--- src/rtl/hazard_unit_if.sv ---
// ID-stage request and stall/flush response bundle between the decoder and hazard_unit.
interface hazard_unit_if #(
    parameter int STALL_CNT_W = 16
);
    logic                   id_valid;
    logic [5:0]             id_opcode;
    logic [4:0]             id_rs;
    logic [4:0]             id_rt;
    logic [4:0]             id_dest;
    logic                   branch_taken;
    logic                   hazard;
    logic                   pc_stall;
    logic                   ifid_stall;
    logic                   flush;
    logic                   div_busy;
    logic [STALL_CNT_W-1:0] stall_cycles;

    modport master (
        output id_valid, id_opcode, id_rs, id_rt, id_dest, branch_taken,
        input  hazard, pc_stall, ifid_stall, flush, div_busy, stall_cycles
    );

    modport slave (
        input  id_valid, id_opcode, id_rs, id_rt, id_dest, branch_taken,
        output hazard, pc_stall, ifid_stall, flush, div_busy, stall_cycles
    );
endinterface

--- src/rtl/hazard_unit.sv ---
// RAW hazard detector with an EX/MEM destination scoreboard and a multi-cycle DIV hold.
module hazard_unit #(
    parameter int DIV_LATENCY = 4,
    parameter int STALL_CNT_W = 16
) (
    input  logic          clk,
    input  logic          rst,
    hazard_unit_if.slave  hu
);
    localparam int CNT_W = (DIV_LATENCY > 1) ? $clog2(DIV_LATENCY) : 1;

    localparam logic [5:0] OP_ADDU  = 6'h01;
    localparam logic [5:0] OP_ADDI  = 6'h02;
    localparam logic [5:0] OP_SUBIU = 6'h03;
    localparam logic [5:0] OP_SLTI  = 6'h04;
    localparam logic [5:0] OP_LUI   = 6'h05;
    localparam logic [5:0] OP_DIV   = 6'h06;
    localparam logic [5:0] OP_JR    = 6'h08;
    localparam logic [5:0] OP_BEQ   = 6'h09;
    localparam logic [5:0] OP_LL    = 6'h0A;
    localparam logic [5:0] OP_SC    = 6'h0B;

    logic                   ex_wr_q, ex_wr_d;
    logic [4:0]             ex_dest_q, ex_dest_d;
    logic                   mem_wr_q, mem_wr_d;
    logic [4:0]             mem_dest_q, mem_dest_d;
    logic [CNT_W-1:0]       div_cnt_q, div_cnt_d;
    logic [STALL_CNT_W-1:0] stall_q, stall_d;

    logic uses_rs, uses_rt, writes_dest;
    logic rs_hit, rt_hit, raw, busy, hazard, flush, issue;

    always_comb begin
        uses_rs     = 1'b0;
        uses_rt     = 1'b0;
        writes_dest = 1'b0;
        unique case (hu.id_opcode)
            OP_ADDU, OP_DIV, OP_BEQ, OP_SC: begin
                uses_rs = 1'b1;
                uses_rt = 1'b1;
            end
            OP_ADDI, OP_SUBIU, OP_SLTI, OP_JR, OP_LL: uses_rs = 1'b1;
            default: ;
        endcase
        unique case (hu.id_opcode)
            OP_ADDU, OP_ADDI, OP_SUBIU, OP_SLTI, OP_LUI, OP_DIV, OP_LL: writes_dest = 1'b1;
            default: ;
        endcase
    end

    // Register 0 is never a real dependency, so a zero source can never hit.
    assign rs_hit = uses_rs && (hu.id_rs != 5'd0) &&
                    ((ex_wr_q && (ex_dest_q == hu.id_rs)) || (mem_wr_q && (mem_dest_q == hu.id_rs)));
    assign rt_hit = uses_rt && (hu.id_rt != 5'd0) &&
                    ((ex_wr_q && (ex_dest_q == hu.id_rt)) || (mem_wr_q && (mem_dest_q == hu.id_rt)));
    assign raw    = hu.id_valid && (rs_hit || rt_hit);
    assign busy   = (div_cnt_q != '0);
    assign hazard = !rst && !hu.branch_taken && hu.id_valid && (raw || busy);
    assign flush  = !rst && hu.branch_taken;
    assign issue  = hu.id_valid && !hazard && !flush;

    always_comb begin
        ex_wr_d    = ex_wr_q;
        ex_dest_d  = ex_dest_q;
        mem_wr_d   = mem_wr_q;
        mem_dest_d = mem_dest_q;
        div_cnt_d  = div_cnt_q;
        stall_d    = stall_q;

        // While a DIV occupies EX it stays put and MEM drains to a bubble.
        if (busy) begin
            mem_wr_d   = 1'b0;
            mem_dest_d = '0;
        end else begin
            mem_wr_d   = ex_wr_q;
            mem_dest_d = ex_dest_q;
            ex_wr_d    = issue && writes_dest && (hu.id_dest != 5'd0);
            ex_dest_d  = ex_wr_d ? hu.id_dest : '0;
        end

        if (issue && (hu.id_opcode == OP_DIV)) begin
            div_cnt_d = CNT_W'(DIV_LATENCY - 1);
        end else if (busy) begin
            div_cnt_d = div_cnt_q - 1'b1;
        end

        if (hazard && (stall_q != '1)) begin
            stall_d = stall_q + 1'b1;
        end
    end

    always_ff @(posedge clk) begin
        if (rst) begin
            ex_wr_q    <= 1'b0;
            ex_dest_q  <= '0;
            mem_wr_q   <= 1'b0;
            mem_dest_q <= '0;
            div_cnt_q  <= '0;
            stall_q    <= '0;
        end else begin
            ex_wr_q    <= ex_wr_d;
            ex_dest_q  <= ex_dest_d;
            mem_wr_q   <= mem_wr_d;
            mem_dest_q <= mem_dest_d;
            div_cnt_q  <= div_cnt_d;
            stall_q    <= stall_d;
        end
    end

    assign hu.hazard       = hazard;
    assign hu.pc_stall     = hazard;
    assign hu.ifid_stall   = hazard;
    assign hu.flush        = flush;
    assign hu.div_busy     = !rst && busy;
    assign hu.stall_cycles = stall_q;
endmodule
--- src/flat_wrapper.sv ---
// flat-port wrapper written by rule: the top's interface ports become plain ports
module hazard_unit_flat 
#(
    parameter int DIV_LATENCY = 4,
    parameter int STALL_CNT_W = 16
)
  (clk, rst, hu_id_valid, hu_id_opcode, hu_id_rs, hu_id_rt, hu_id_dest, hu_branch_taken, hu_hazard, hu_pc_stall, hu_ifid_stall, hu_flush, hu_div_busy, hu_stall_cycles);
  hazard_unit_if #(.STALL_CNT_W(STALL_CNT_W)) hu_i ();
  input  logic clk;
  input  logic rst;
  input wire logic [$bits(hu_i.id_valid)-1:0] hu_id_valid;
  input wire logic [$bits(hu_i.id_opcode)-1:0] hu_id_opcode;
  input wire logic [$bits(hu_i.id_rs)-1:0] hu_id_rs;
  input wire logic [$bits(hu_i.id_rt)-1:0] hu_id_rt;
  input wire logic [$bits(hu_i.id_dest)-1:0] hu_id_dest;
  input wire logic [$bits(hu_i.branch_taken)-1:0] hu_branch_taken;
  output wire logic [$bits(hu_i.hazard)-1:0] hu_hazard;
  output wire logic [$bits(hu_i.pc_stall)-1:0] hu_pc_stall;
  output wire logic [$bits(hu_i.ifid_stall)-1:0] hu_ifid_stall;
  output wire logic [$bits(hu_i.flush)-1:0] hu_flush;
  output wire logic [$bits(hu_i.div_busy)-1:0] hu_div_busy;
  output wire logic [$bits(hu_i.stall_cycles)-1:0] hu_stall_cycles;
  assign hu_i.id_valid = hu_id_valid;
  assign hu_i.id_opcode = hu_id_opcode;
  assign hu_i.id_rs = hu_id_rs;
  assign hu_i.id_rt = hu_id_rt;
  assign hu_i.id_dest = hu_id_dest;
  assign hu_i.branch_taken = hu_branch_taken;
  assign hu_hazard = hu_i.hazard;
  assign hu_pc_stall = hu_i.pc_stall;
  assign hu_ifid_stall = hu_i.ifid_stall;
  assign hu_flush = hu_i.flush;
  assign hu_div_busy = hu_i.div_busy;
  assign hu_stall_cycles = hu_i.stall_cycles;
  hazard_unit #(.DIV_LATENCY(DIV_LATENCY), .STALL_CNT_W(STALL_CNT_W)) u_core (.clk(clk), .rst(rst), .hu(hu_i));
endmodule
--- config.mk ---
export PLATFORM = sky130hd
export DESIGN_NAME = hazard_unit_flat
export DESIGN_NICKNAME = d
export VERILOG_FILES = /design/src/rtl/hazard_unit_if.sv /design/src/rtl/hazard_unit.sv /design/src/flat_wrapper.sv
export SDC_FILE = /design/constraint.sdc
export NUM_CORES = 1
export LEC_CHECK = 0
export CAP_MARGIN = 30
export CORE_MARGIN = 2
export CORE_UTILIZATION = 40
export DETAILED_ROUTE_END_ITERATION = 16
export PLACE_DENSITY = 0.71
export SYNTH_ARGS = -nofsm -noshare
export SYNTH_HDL_FRONTEND = slang
export SYNTH_SLANG_ARGS = --single-unit
--- constraint.sdc ---
create_clock -name clk -period 3 [get_ports clk]
set_clock_uncertainty 0.2 [all_clocks]
set_input_delay 0.6 -clock clk [delete_from_list [all_inputs] [get_ports clk]]
set_output_delay 0.6 -clock clk [all_outputs]
set_load 0.01 [all_outputs]
==> results of run 1 <==
state kept, by name (all words and copies together), names as in the netlist:
register	flops
u_core.mem_dest_q	5
u_core.ex_dest_q	5
u_core.div_cnt_q	2
u_core.ex_wr_q	1
u_core.hu.stall_cycles	16
u_core.mem_wr_q	1
cells in the mapped netlist (all sizes together) (2+ instances only):
| master | n |
|---|---|
| nor3 | 5 |
| a21oi | 10 |
| xnor2 | 26 |
| inv | 4 |
| nand4 | 9 |
| nand3 | 4 |
| and3 | 4 |
| dfxtp | 30 |
| buf | 4 |
| nor4 | 3 |
| or4 | 2 |
| and4 | 2 |
| nand2b | 2 |
| a211oi | 6 |
| clkbuf | 4 |
| mux2 | 4 |
| o41ai | 2 |
| a22o | 6 |
| nand2 | 12 |
| nand3b | 4 |
| ha | 2 |
| o21ai | 2 |
| and2 | 7 |
| o22ai | 2 |
| nor2 | 18 |
| nor2b | 7 |
routing by layer:
| layer | global-route usage, % | part of all wire [%] |
|---|---|---|
| met4 | 7.41 | 1.7 |
| met2 | 31.0 | 47 |
| met1 | 25.5 | 46 |
| met5 | 0 | 0 |
| met3 | 4.51 | 5.4 |
kinds of logic after synthesis:
family | count (synthesis) | share of synthesized area (%)
xor+xnor | 27 | 13.8
fa+ha+maj | 2 | 1.46
buf+inv | 12 | 3.58
compound gates | 34 | 14.5
flops | 30 | 35.1
mux | 5 | 3.22
simple gates | 82 | 28.3
what timing repair did:
item / in CTS / in global routing
setup endpoints to repair: 8 / 6
hold endpoints to repair: 0 / 0
buffers inserted: 1 / 0
pin swaps: 10 / 7
resized for setup: 41 / 12
gates cloned: 0 / 0
power groups by stage:
stage / combinational [mW] / sequential [mW] / clock, mW
3_5_place_dp: 0.213 / 0.431 / 0
4_1_cts: 0.215 / 0.422 / 0.402
6_report: 0.215 / 0.423 / 0.397
3_3_place_gp: 0.210 / 0.431 / 0
2_1_floorplan: 0.106 / 0.430 / 0
5_1_grt: 0.238 / 0.425 / 0.422
critical path: cells and delay by family:
family,cells,cell delay (ns)
AND/OR/NAND/NOR,4,1.14
AO/OA/AOI/OAI,1,0.12
buffers and inverters,3,0.25
worst paths after layout:
| kind | start | endpoint | slack (ns) | cells past startpoint |
|---|---|---|---|---|
| hold / removal | u_core.hu.stall_cycles[15] | u_core.hu.stall_cycles[15] | 0.31 | 1 |
| hold reg to reg | u_core.hu.stall_cycles[15] | u_core.hu.stall_cycles[15] | 0.31 | 1 |
| setup reg to reg | u_core.ex_dest_q[3] | u_core.hu.stall_cycles[6] | 0.61 | 9 |
| setup / recovery | hu_id_opcode[5] | hu_pc_stall | 0.09 | 8 |
layout make-up:
cell class | instances | area [um^2]
fill | 355 | 1500
multi-input combinational | 150 | 1120
timing repair buffer | 72 | 651
sequential | 30 | 601
clock buffer | 5 | 68.8
tap | 50 | 62.6
clock inverter | 3 | 40.0
inverter | 4 | 17.5
stage by stage:
step	total power [mW]	utilization (%)	area [um^2]	hold slack (ns)
finish	1.03	63.0	2560	0.311
global route	1.08	63.0	2560	0.354
CTS	1.04	62.5	2540	0.306
detailed placement	0.644	58.6	2380	0.297
global placement	0.640	58.6	2380	0.287
floorplan	0.535	-	1710	0.276
==> reports/metrics.csv, run 1 <==
stage;metric;value;unit
synth;yosys-top-cells-area;dfxtp_1, xnor2_1, nor2_1;
power_and_ir_drop;p_int;772;uW
synth;ys_async_sr_fraction;0;%
synth;synth_nets;219;
floorplan;die_y;69.4;um
power_and_ir_drop;leakage;0.968;nW
floorplan;rows;23;
timing;hold_viol;0;
clock_tree;clock_path_buffers;2;
finish;final_cell_mix;dfxtp_1, xnor2_1, buf_4, clkdlybuf4s50_1, nor2_1;
power_and_ir_drop;net-switching-power;263;uW
global_routing;grt_pass1_wl;7.53;mm
timing;setup_slack;0.0870;ns
worst_setup_path;worstPathMaxFanout;4;
synth;syn_area;0.00171;mm^2
global_routing;first_global_vias;1589;
placed_design;place_congestion;0.782;
timing;grt_setup_unrepaired;false;
timing;finalSetupTns;0;ns
timing;max_freq;343;MHz
finish;drive_above_1_share;22.7;%
worst_setup_path;arrival;2.11;ns
drt;vias_per_cell;5.26;
floorplan;initial_core_util;42.2;%
synth;ys.flop_type;dfxtp_1;
synth;synth_cells;192;
timing;max_slew_margin;74.1;%
worst_setup_path;end_kind;output port;
finish;diodes;0;
synth;avgSynthCellArea;8.91;um^2
power_and_ir_drop;swShare;25.4;%
worst_setup_path;path_class;in2out;
drt;routedWlPerCell;13.9;um
power_and_ir_drop;pwr-share-comb;20.8;%
finish;mostFrequentLayoutCell;dfxtp_1;
floorplan;core;0.00406;mm^2
min_path;min_path_type;reg2reg;
drt;drtIter0Drc;51;
global_routing;grt_max_degree;26;
run_status;status;completed;
placed_design;pre_cts_slack;-0.737;ns
drt;drtAntennaViolNets;0;
global_routing;antenna_found_initial;0;
worst_setup_path;cpPeakStageDelay;0.39;ns
synth;synth_warnings;0;
drt;route.detailed.drc;0;
clock_tree;root_buffer;clkbuf_8;
timing;worst_pin_slew;0.384;ns
timing;setup_violations;0;
clock_tree;cts_tree;yes;
placed_design;numPortBuffers;45;
global_routing;gr-total-overflow;0;
synth;netlist-cell-type-count;47;
drt;drt_first_pass_iters;4;
synth;synth_area_leader_cell;dfxtp_1;
floorplan;die-area;0.00482;mm^2
clock_tree;holdBufCountCts;0;
power_and_ir_drop;peakVddDrop;0.000289;V
timing;fin_crit;2.91;ns
worst_setup_path;path_cells;clkbuf_2 > or3b_4 > or3_4 > nor4_4 > a22oi_2 > and2_4 > inv_4 > buf_6;
placed_design;place_inst;305;
drt;vias;1651;
global_routing;track_usage;19.4;%
worst_setup_path;startpoint_type;input port;
finish;instances_no_fill;314;
clock_tree;clk_latency;0.29;ns
worst_setup_path;slowest_stage;or3b_4;
synth;seq_area_frac_synth;35.1;%
power_and_ir_drop;power_frac_clock;38.4;%
finish;syn_to_final_growth;49.4;%
power_and_ir_drop;p_per_area;405;mW/mm^2
run;max-cap-violations;0;
clock_tree;path_clk_slew;0.06;ns
synth;synth_edf_count;0;
finish;layout.nets;290;
floorplan;fp.dieW;69.4;um
clock_tree;h-tree-depth;2;
timing;drv_slew;0;
clock_tree;cts.sinks;30;
power_and_ir_drop;seqPwrFrac;40.8;%
timing;min_period_over_period;97.1;%
synth;ys_ff_latch;30;
clock_tree;numCtsBuffers;5;
drt;finalWirelength;4.37;mm
placed_design;hpwl;3.27;mm
worst_setup_path;critPathRequiredTime;2.20;ns
synth;netlist.area_leader.share;35.1;%
floorplan;io_pins;46;
Power figures use the tool's default switching activity.
==> run 2, diff against run 1 <==
Settings changed: CORE_ASPECT_RATIO set to 1.25, SKIP_LAST_GASP set to 1.
==> reports/metrics.csv, run 2 (synthesis gave the netlist of run 1 again) <==
stage;metric;value;unit;change
run_status;status;completed;;
timing;min_period_over_period;97.4;%;+0.27 points
floorplan;die_y;77.1;um;+11%
power_and_ir_drop;pwr-share-comb;23.5;%;+2.7 points
power_and_ir_drop;power_frac_clock;31.7;%;-6.7 points
timing;hold_viol;0;;unchanged
floorplan;io_pins;46;;unchanged
drt;drtAntennaViolNets;0;;unchanged
timing;holdWs;0.310;ns;-0.00147 ns
timing;grt_setup_unrepaired;true;;
worst_setup_path;arrival;2.12;ns;about the same
drt;drt_first_pass_iters;4;;unchanged
placed_design;numPortBuffers;45;;unchanged
global_routing;gr-total-overflow;0;;unchanged
placed_design;hpwl;3.48;mm;+6.4%
timing;max_slew_margin;67.3;%;-6.8 points
timing;worst_pin_slew;0.487;ns;+0.103 ns
finish;drive_above_1_share;23.1;%;+0.38 points
clock_tree;clk_latency;0.28;ns;about the same
timing;setup_slack;0.0788;ns;-0.00824 ns
drt;route.detailed.drc;0;;unchanged
clock_tree;numCtsBuffers;5;;unchanged
global_routing;grt_max_degree;26;;unchanged
timing;fin_crit;2.92;ns;+0.00824 ns
finish;syn_to_final_growth;50.1;%;
placed_design;pre_cts_slack;-0.713;ns;+0.0232 ns
finish;layout.nets;291;;+0.34%
clock_tree;cts.sinks;30;;unchanged
power_and_ir_drop;peakVddDrop;0.000228;V;-21%
floorplan;die-area;0.00482;mm^2;about the same
worst_setup_path;path_class;in2out;;
finish;instances_no_fill;320;;+1.9%
finish;mostFrequentLayoutCell;dfxtp_1;;
worst_setup_path;end_kind;output port;;
finish;final_cell_mix;dfxtp_1, xnor2_1, buf_4, clkdlybuf4s50_1, nor2_1;;
timing;setup_violations;0;;unchanged
clock_tree;clock_path_buffers;2;;unchanged
floorplan;core;0.00410;mm^2;+1.0%
worst_setup_path;critPathRequiredTime;2.20;ns;about the same
timing;max_freq;342;MHz;-0.28%
power_and_ir_drop;p_per_area;367;mW/mm^2;-9.2%
power_and_ir_drop;seqPwrFrac;44.8;%;+4.0 points
drt;drtIter0Drc;42;;-18%
clock_tree;cts_tree;yes;;
drt;vias;1684;;+2.0%
placed_design;place_inst;311;;+2.0%
worst_setup_path;worstPathMaxFanout;4;;unchanged
timing;drv_slew;0;;unchanged
min_path;min_path_type;reg2reg;;
global_routing;grt_pass1_wl;8.02;mm;+6.5%
power_and_ir_drop;net-switching-power;254;uW;-3.3%
clock_tree;h-tree-depth;2;;unchanged
worst_setup_path;startpoint_type;input port;;
drt;finalWirelength;4.66;mm;+6.7%
global_routing;track_usage;20.9;%;+1.5 points
floorplan;initial_core_util;41.8;%;-0.42 points
power_and_ir_drop;leakage;0.961;nW;-0.79%
clock_tree;path_clk_slew;0.06;ns;about the same
power_and_ir_drop;p_int;690;uW;-11%
global_routing;first_global_vias;1721;;+8.3%
finish;diodes;0;;unchanged
placed_design;place_congestion;0.882;;+13%
power_and_ir_drop;swShare;26.9;%;+1.5 points
drt;vias_per_cell;5.26;;about the same
finish;final_core_util;62.7;%;-0.33 points
global_routing;antenna_found_initial;0;;unchanged
finish;largest_reg_flops;16;;unchanged
floorplan;rows;26;;+13%
run;max-cap-violations;0;;unchanged
drt;routedWlPerCell;14.6;um;+4.7%
floorplan;fp.dieW;62.5;um;-9.9%
clock_tree;root_buffer;clkbuf_8;;
## run 2: cell types whose count changed in the layout (fill, tap and decap cells not counted), sizes merged
cell	change
buf	+2
clkbuf	+1
clkinv	-2
bufinv	-1
dlygate4sd2	+1
clkdlybuf4s50	-1
## run 2: final cells by class
type | count | area, um^2
tap | 56 | 70.1
fill | 373 | 1530
multi-input combinational | 150 | 1130
sequential | 30 | 601
clock buffer | 7 | 76.3
inverter | 4 | 17.5
timing repair buffer | 73 | 673
## run 2: critical path, cell delays in order
cell and delay, ns:
buf_6 0.09, or3b_4 0.39, or3_4 0.36, nor4_4 0.23, a22oi_2 0.12, and2_4 0.16, inv_4 0.07, buf_6 0.10
## run 2: metrics by stage
stage	cell area, um^2	setup TNS, ns	power [mW]
6_report	2570	0	0.944
5_1_grt	2570	-0.0220	0.993
4_1_cts	2530	0	0.951
3_5_place_dp	2380	-7.58	0.645
3_3_place_gp	2380	-6.92	0.641
2_1_floorplan	1710	0	0.535
## run 2: final timing paths
path,startpoint,end,slack [ns],depth (start not counted)
max,hu_id_opcode[5],hu_pc_stall,0.08,8
max reg2reg,u_core.hu.stall_cycles[4],u_core.hu.stall_cycles[13],0.49,8
min,u_core.hu.stall_cycles[8],u_core.hu.stall_cycles[8],0.31,2
min reg2reg,u_core.hu.stall_cycles[8],u_core.hu.stall_cycles[8],0.31,2
## run 2: metal layers
layer  global-route usage [%]  vias to the layer above  share of wire [%]  wire length (um)
li1                         -                      827                  -                 -
met1                     23.8                      786                 41              1900
met2                     35.5                       57                 50              2340
met3                     5.72                       14                5.3               249
met4                     10.9                        0                3.7               171
met5                        0                        -                  0                 0
## run 2: timing repair
item,in CTS,in global routing
hold buffers,0,0
pin swaps,10,9
setup endpoints to repair,10,6
buffers inserted,1,2
gates resized for setup,45,15
## run 2: power groups by stage
stage          Clock, mW  Combinational, mW  Sequential (mW)
2_1_floorplan          0              0.106            0.430
3_3_place_gp           0              0.209            0.431
3_5_place_dp           0              0.213            0.432
4_1_cts            0.309              0.219            0.423
5_1_grt            0.323              0.244            0.426
6_report           0.299              0.222            0.423
